[src/rtl/vip_scan_reduce.sv]
// Memory scanner/reducer: streams Len words from Base upward out of an async-read
// memory and reduces them to one signed Result (sum with saturation, max, min, argmax).
module vip_scan_reduce #(
  parameter int DATA_W = 32,
  parameter int ADDR_W = 10,
  parameter int ACC_W  = 42
) (
  input  logic              clk,
  input  logic              rst_n,
  input  logic              Start,
  input  logic [1:0]        Mode,
  input  logic [ADDR_W-1:0] Base,
  input  logic [ADDR_W:0]   Len,
  input  logic [DATA_W-1:0] Data,
  output logic              En,
  output logic [ADDR_W-1:0] Addr,
  output logic [DATA_W-1:0] Result,
  output logic              Finish,
  output logic              Busy,
  output logic              Ovf
);

  typedef enum logic [1:0] {IDLE, SCAN, DONE} state_t;
  typedef enum logic [1:0] {M_SUM = 2'b00, M_MAX = 2'b01, M_MIN = 2'b10, M_ARGMAX = 2'b11} mode_t;

  localparam logic signed [ACC_W-1:0] ACC_MAX = {{(ACC_W-DATA_W+1){1'b0}}, {(DATA_W-1){1'b1}}};
  localparam logic signed [ACC_W-1:0] ACC_MIN = {{(ACC_W-DATA_W+1){1'b1}}, {(DATA_W-1){1'b0}}};

  state_t                    r_state;
  mode_t                     r_mode;
  logic [ADDR_W:0]           r_cnt;
  logic signed [ACC_W-1:0]   r_acc;
  logic signed [DATA_W-1:0]  r_best;
  logic [ADDR_W-1:0]         r_best_addr;
  logic                      r_first;
  logic                      r_pend;

  logic signed [DATA_W-1:0]  w_data;
  logic signed [ACC_W-1:0]   w_data_ext;
  logic                      w_take;
  logic [DATA_W-1:0]         w_res;
  logic                      w_ovf;

  assign w_data     = $signed(Data);
  assign w_data_ext = {{(ACC_W-DATA_W){Data[DATA_W-1]}}, Data};

  // Min replaces on strictly smaller; max/argmax on strictly larger so ties keep the earlier address.
  assign w_take = r_first || ((r_mode == M_MIN) ? (w_data < r_best) : (w_data > r_best));

  // NOTE: every always_comb output gets a default first so no latch is inferred.
  always_comb begin
    w_res = '0;
    w_ovf = 1'b0;
    case (r_mode)
      M_SUM: begin
        if (r_acc > ACC_MAX) begin
          w_res = {1'b0, {(DATA_W-1){1'b1}}};
          w_ovf = 1'b1;
        end else if (r_acc < ACC_MIN) begin
          w_res = {1'b1, {(DATA_W-1){1'b0}}};
          w_ovf = 1'b1;
        end else begin
          w_res = r_acc[DATA_W-1:0];
        end
      end
      M_MAX, M_MIN: w_res = r_best;
      default:      w_res = {{(DATA_W-ADDR_W){1'b0}}, r_best_addr};
    endcase
  end

  // NOTE: sequential state uses non-blocking assignments only, so every register sees pre-edge values.
  always_ff @(posedge clk or negedge rst_n) begin
    if (!rst_n) begin
      r_state     <= IDLE;
      r_mode      <= M_SUM;
      r_cnt       <= '0;
      r_acc       <= '0;
      r_best      <= '0;
      r_best_addr <= '0;
      r_first     <= 1'b0;
      r_pend      <= 1'b0;
      En          <= 1'b0;
      Addr        <= '0;
      Result      <= '0;
      Finish      <= 1'b0;
      Busy        <= 1'b0;
      Ovf         <= 1'b0;
    end else begin
      // One-cycle finalise stage after the last word; a Start in the same cycle overrides it below.
      if (r_pend) begin
        Finish <= 1'b1;
        Result <= w_res;
        Ovf    <= w_ovf;
        r_pend <= 1'b0;
      end
      case (r_state)
        IDLE, DONE: begin
          if (Start) begin
            r_mode      <= mode_t'(Mode);
            Addr        <= Base;
            r_cnt       <= Len;
            r_acc       <= '0;
            r_best      <= '0;
            r_best_addr <= '0;
            r_first     <= 1'b1;
            Finish      <= 1'b0;
            Result      <= '0;
            Ovf         <= 1'b0;
            r_pend      <= (Len == '0);
            if (Len != '0) begin
              En      <= 1'b1;
              Busy    <= 1'b1;
              r_state <= SCAN;
            end else begin
              r_state <= DONE;
            end
          end
        end
        SCAN: begin
          r_acc   <= r_acc + w_data_ext;
          r_first <= 1'b0;
          if (w_take) begin
            r_best      <= w_data;
            r_best_addr <= Addr;
          end
          Addr  <= Addr + ADDR_W'(1);
          r_cnt <= r_cnt - (ADDR_W+1)'(1);
          if (r_cnt == (ADDR_W+1)'(1)) begin
            En      <= 1'b0;
            Busy    <= 1'b0;
            r_pend  <= 1'b1;
            r_state <= DONE;
          end
        end
        default: r_state <= IDLE;
      endcase
    end
  end

endmodule

[config.mk]
export PLATFORM = sky130hd
export DESIGN_NAME = vip_scan_reduce
export DESIGN_NICKNAME = d
export VERILOG_FILES = /design/src/rtl/vip_scan_reduce.sv
export SDC_FILE = /design/constraint.sdc
export NUM_CORES = 1
export LEC_CHECK = 0
export BUFFER_PORTS_ARGS = -buffer_cell sky130_fd_sc_hd__buf_4
export CAP_MARGIN = 0
export CORE_MARGIN = 4
export CORE_UTILIZATION = 35
export CTS_BUF_LIST = sky130_fd_sc_hd__clkbuf_4
export CTS_CLUSTER_DIAMETER = 150
export DETAILED_ROUTE_END_ITERATION = 6
export GPL_TIMING_DRIVEN = 0
export MAX_ROUTING_LAYER = met4
export SETUP_SLACK_MARGIN = 0.02
export SYNTH_ARGS = -nofsm -noshare
export SYNTH_HDL_FRONTEND = slang
export SYNTH_SLANG_ARGS = --single-unit
[constraint.sdc]
create_clock -name clk -period 9.3 [get_ports clk]
set_input_delay 1.395 -clock clk [delete_from_list [all_inputs] [get_ports clk]]
set_output_delay 1.395 -clock clk [all_outputs]
set_load 0.005 [all_outputs]
======== Yosys cells after proc, flatten, opt, wreduce, memory -nomap -nowiden ========
Cells that the tools add are included.
word-level totals
  register bits after elaboration ......... 146
  latch bits .............................. 0
  memory bits (writable) .................. 0
  memory bits (read-only) ................. 0
  output and inout port bits .............. 46
  memories kept ........................... 0
cells by class
  add/subtract/negate cells ............... 3
  multipliers ............................. 0
  div/mod/pow operators ................... 0
  $lt $le $gt $ge ......................... 4
  eq/ne operators ......................... 9
  shift operators ......................... 0
  multiplexer cells ....................... 41
  bitwise gates (word level) .............. 0
  reductions and logical operators ........ 13
operator list
  cell                     number
  $mux W32                 7
  $pmux W32 S2             2
  $pmux W42 S2             1
  $add A42 B32 Y42         1
  $gt A42 B32 Y1 const B   1
  $lt A42 B32 Y1 const B   1
  $mux W42                 1
  $pmux W10 S2             2
  $gt A32 B32 Y1           1
  $lt A32 B32 Y1           1
  $mux W10                 3
  $pmux W11 S2             1
  $mux W1                  16
  $eq A11 B1 Y1 const B    1
  $logic_not A11 Y1        1
  $mux W11                 1
  $reduce_bool A11 Y1      1
  $sub A11 B1 Y11 const B  1
  $add A10 B1 Y10 const B  1
  $ne A2 B2 Y1 const B     4
  $mux W2                  3
  $pmux W1 S2              3
  $reduce_and A2 Y1        3
  $eq A2 B1 Y1 const B     2
  other kinds (8)          11

======== Logic depth before layout (Yosys ltp) ========
  depth after elaboration ................. 7
  gate-level depth with buffers ........... 13
  mapped depth without buffers ............ 12

======== Least setup slack after synthesis ========
OpenSTA, ideal clock, no wires.
  path kind ............................... input -> register
  from .................................... in Data[1]
  to ...................................... reg r_best[0]
  setup time .............................. 0.121 ns
  data arrival time ....................... 3.910 ns
  slack ................................... 5.269 ns
  cell stages on the path ................. 12
  cell sequence ........................... ha_1 -> nor2b_4 -> o21a_1 -> o21a_1 -> o21a_1 -> o32a_1 -> o41a_1 -> a22o_1 -> or2_1 -> buf_6 -> buf_8 -> a22o_1
on the way
  longest elaborated chain between the ends .. 5
  elaborated cells on any way between the ends .. 6
  classes of those cells .................. order compare: 2; eq/ne: 1; mux: 1; reduce/logical: 2
RTL lines
  element                                                  line  text
  start, declared                                          14    input logic [DATA_W-1:0] Data,
  $gt A32 B32 Y1 / $lt A32 B32 Y1 (equally long branches)  48    assign w_take = r_first || ((r_mode == M_MIN) ? (w_data < r_best) : (w_data > r_best));
  $mux W1 *                                                48
  $logic_or A1 B1 Y1 *                                     48
  $ne A2 B2 Y1 (no line) *                                 -
  $reduce_and A3 Y1 (no line) *                            -
  end signal, assigned                                     123   r_best <= w_data;
  end, declared                                            33    logic signed [DATA_W-1:0] r_best;
Mark *: on every way between the ends. The rest lies on a longest branch, timed or not.
A chain may end at the register's enable or synchronous reset.

======== Worst setup path after layout ========
  from .................................... in Data[0]
  to ...................................... reg r_acc[24]
on the way
  longest elaborated chain between the ends .. 2
RTL lines
  element               line  text
  $add A42 B32 Y42      120   r_acc <= r_acc + w_data_ext;
  $pmux W42 S2          96    case (r_state)
  end signal, assigned  120
  end, declared         32    logic signed [ACC_W-1:0] r_acc;
Every way passes these cells.

==> metrics <==
status complete, no violations; Synth Instances 1,118; total power 4.07 mW; htree depth 4; antenna violations before repair 1; Post-DP Area 11,200 um2; final hold vios 0; post-layout utilization of the core 0.412; Post-CTS Setup Bufs 0; HP Class flip-flop to flip-flop; Die Ht 176 um; CTS Root Cell clkbuf_4; RSZ-0062 raised after global routing no; largest net degree at the start of global routing 89; Clock power frac 0.111; Remaining DRCs 0; Ys Warns 0; Final Setup Violations 0; Post-synth EDFFs 0; WP data required 9750 ps; FP Rows 61; WHS 511 ps; Switching Power 1.92 mW; most common cell in the synthesized netlist dfrtp_1; global route total overflow 0; Placed Cells 1,600; register bit total from synthesis 146; Slew headroom 0.299; critical path arrival 4650 ps; async set-reset flop share out of synthesis 1.00; Post-CTS Resized 0; Final Max Slew Viols 0; Layout Nets 1,379; Initial Utilization 0.356; Die W 176 um; DR iter-0 viols 594; met1 global-route usage 0.267; Final Skew 25.4 ps; Leak Pwr 5.46 nW; cts hold-fix bufs 0; via/cell ratio 5.42; via count 8,852; synthesized net count 1,256; fmax 238 MHz; synth unique cells 65; leading area contributor after synthesis dfrtp_1; clock sink count 146; GR peak layer met2; Synth top cells by count 146 x dfrtp_1, 96 x nand2_1, 86 x o21ai_0; share of layout cells above drive strength 1 0.123; Total Neg Setup Slack 0 ps; CTS clock-pin slew for the worst setup and hold paths 150 ps; power density over cell area 354 nW/um2; worst-path fanout max 4; GRT met3 Usage 0.0257; fin area 11,500 um2; placer congestion estimate 0.994; post-synth top area share 0.369; actual slew at the worst max-slew pin 1040 ps; ys flop type dfrtp_1; critical path launch point type input pin; DR WL/cell 18.6 um; PnR worst setup slack 5100 ps; Tot GR Track Use 0.200; post-synthesis cell area 9910 um2; die area 31,100 um2; power share of the combinational group 0.608; number of I/O pins 104; Longest Clk Path Bufs 2; number of I/O port buffers 103; met2 GRT Util 0.329; first-pass GRT wire length 48,000 um; max-cap violations 0; DRT Pass-1 Iters 5; DP Wirelength 22,700 um; Post-DRT Antenna Nets 0; Int Power 2.15 mW; final cell count without fillers 1,632; TritonCTS clock tree done; Worst setup EP type flip-flop; Setup CP Type input pin to flip-flop; Synth area leaders dfrtp_1 37%, ha_1 10%, a22o_1 5.8%; area grow syn2layout 15.9%; Setup WS pre-CTS 4570 ps; WL final 30,300 um; peak supply drop 0.121 mV; Skew-Pair Late Insertion Delay 580 ps; Core ar. 27,900 um2; vias in the first global route 8,688; register share of total power 0.281; CTS Buf Count 17; post-synthesis sequential area ratio 0.369; switching share of total power 0.471; crit share post-route 0.452; Syn Area/Cell 8.87 um2; final worst path period need 4200 ps
## state kept, by name, indices dropped and copies added (netlist names), 2 cells and up
signal       cells
Addr            10
Result          32
r_acc           42
r_best          32
r_cnt           11
r_best_addr     10
r_mode           2
r_state          2
## layout by cell type, fill, tap and decap left out, types with 13 or more instances in the layout
cell | Yosys | final
dfrtp_1 | 146 | 146
nand4_1 | 20 | 20
xnor2_1 | 25 | 25
o21ai_0 | 86 | 86
a21o_1 | 69 | 69
inv_1 | 53 | 53
nand2_1 | 96 | 96
a21oi_1 | 82 | 82
a22oi_1 | 13 | 13
clkbuf_4 | 0 | 19
nor2b_1 | 31 | 31
nor2_1 | 75 | 75
clkbuf_1 | 57 | 57
ha_1 | 79 | 79
mux2i_1 | 20 | 20
nand3_1 | 25 | 25
a22o_1 | 66 | 66
buf_4 | 1 | 103
## logic make-up (layout without fill, tap and decap cells)
kind of cell             after synthesis  count (layout)  synth area share
adder cells (fa/ha/maj)               80              80             0.102
XOR/XNOR                              37              37            0.0327
flip-flops                           146             146             0.369
AND/OR/NAND/NOR                      312             312             0.153
AO/OA/AOI/OAI                        400             400             0.271
multiplexers                          20              20            0.0202
other                                  0               1                 0
buffers and inverters                123             258            0.0529
## cell type report
type	count	area (um2)
Buffer	70	325
Multi-Input combinational cell	849	5740
Antenna cell	1	2.50
Inverter	53	199
Timing Repair Buffer	104	805
Tap cell	378	473
Sequential cell	146	3650
Fill cell	2845	16400
Clock inverter	12	155
Clock buffer	19	143
## final timing paths
path	start	slack (ps)	endpoint	depth (start not counted)
worst max-delay path	Data[0]	5100	r_acc[24]$_DFFE_PN0P_	13
worst min-delay path	r_cnt[9]$_DFFE_PN0P_	510	r_cnt[9]$_DFFE_PN0P_	1
max in group asynchronous	rst_n	7640	r_state[0]$_DFFE_PN0P_	2
min in group asynchronous	rst_n	770	Result[14]$_DFF_PN0_	1
worst max register to register	r_acc[0]$_DFFE_PN0P_	5650	r_acc[24]$_DFFE_PN0P_	12
worst min register to register	r_cnt[9]$_DFFE_PN0P_	510	r_cnt[9]$_DFFE_PN0P_	1
## worst max-delay path, cell delays in order
cell	delay, ps
buf_4	130
ha_1	200
inv_1	60
fa_1	390
nor2b_1	120
o21ai_0	120
o21ai_0	560
a21oi_1	290
o21ai_0	570
a21boi_0	280
o21ai_0	280
xnor2_1	160
o21ai_0	90
## per-layer routing
| metal | vias to the layer above | wire, um | part of all wire |
|---|---|---|---|
| li1 | 4308 | - | - |
| met1 | 4315 | 14200 | 0.47 |
| met2 | 204 | 14700 | 0.48 |
| met3 | 25 | 1040 | 0.034 |
| met4 | 0 | 414 | 0.014 |
| met5 | - | 0 | 0 |
## power groups by stage
| stage | Combinational, mW | Clock (mW) | Sequential, mW |
|---|---|---|---|
| 5_1_grt | 2.75 | 0.489 | 1.17 |
| 3_5_place_dp | 2.45 | 0 | 1.15 |
| 3_3_place_gp | 2.42 | 0 | 1.15 |
| 6_report | 2.48 | 0.451 | 1.14 |
| 4_1_cts | 2.47 | 0.467 | 1.14 |
| 2_1_floorplan | 1.81 | 0 | 1.07 |
Power figures use the tool's default switching activity.
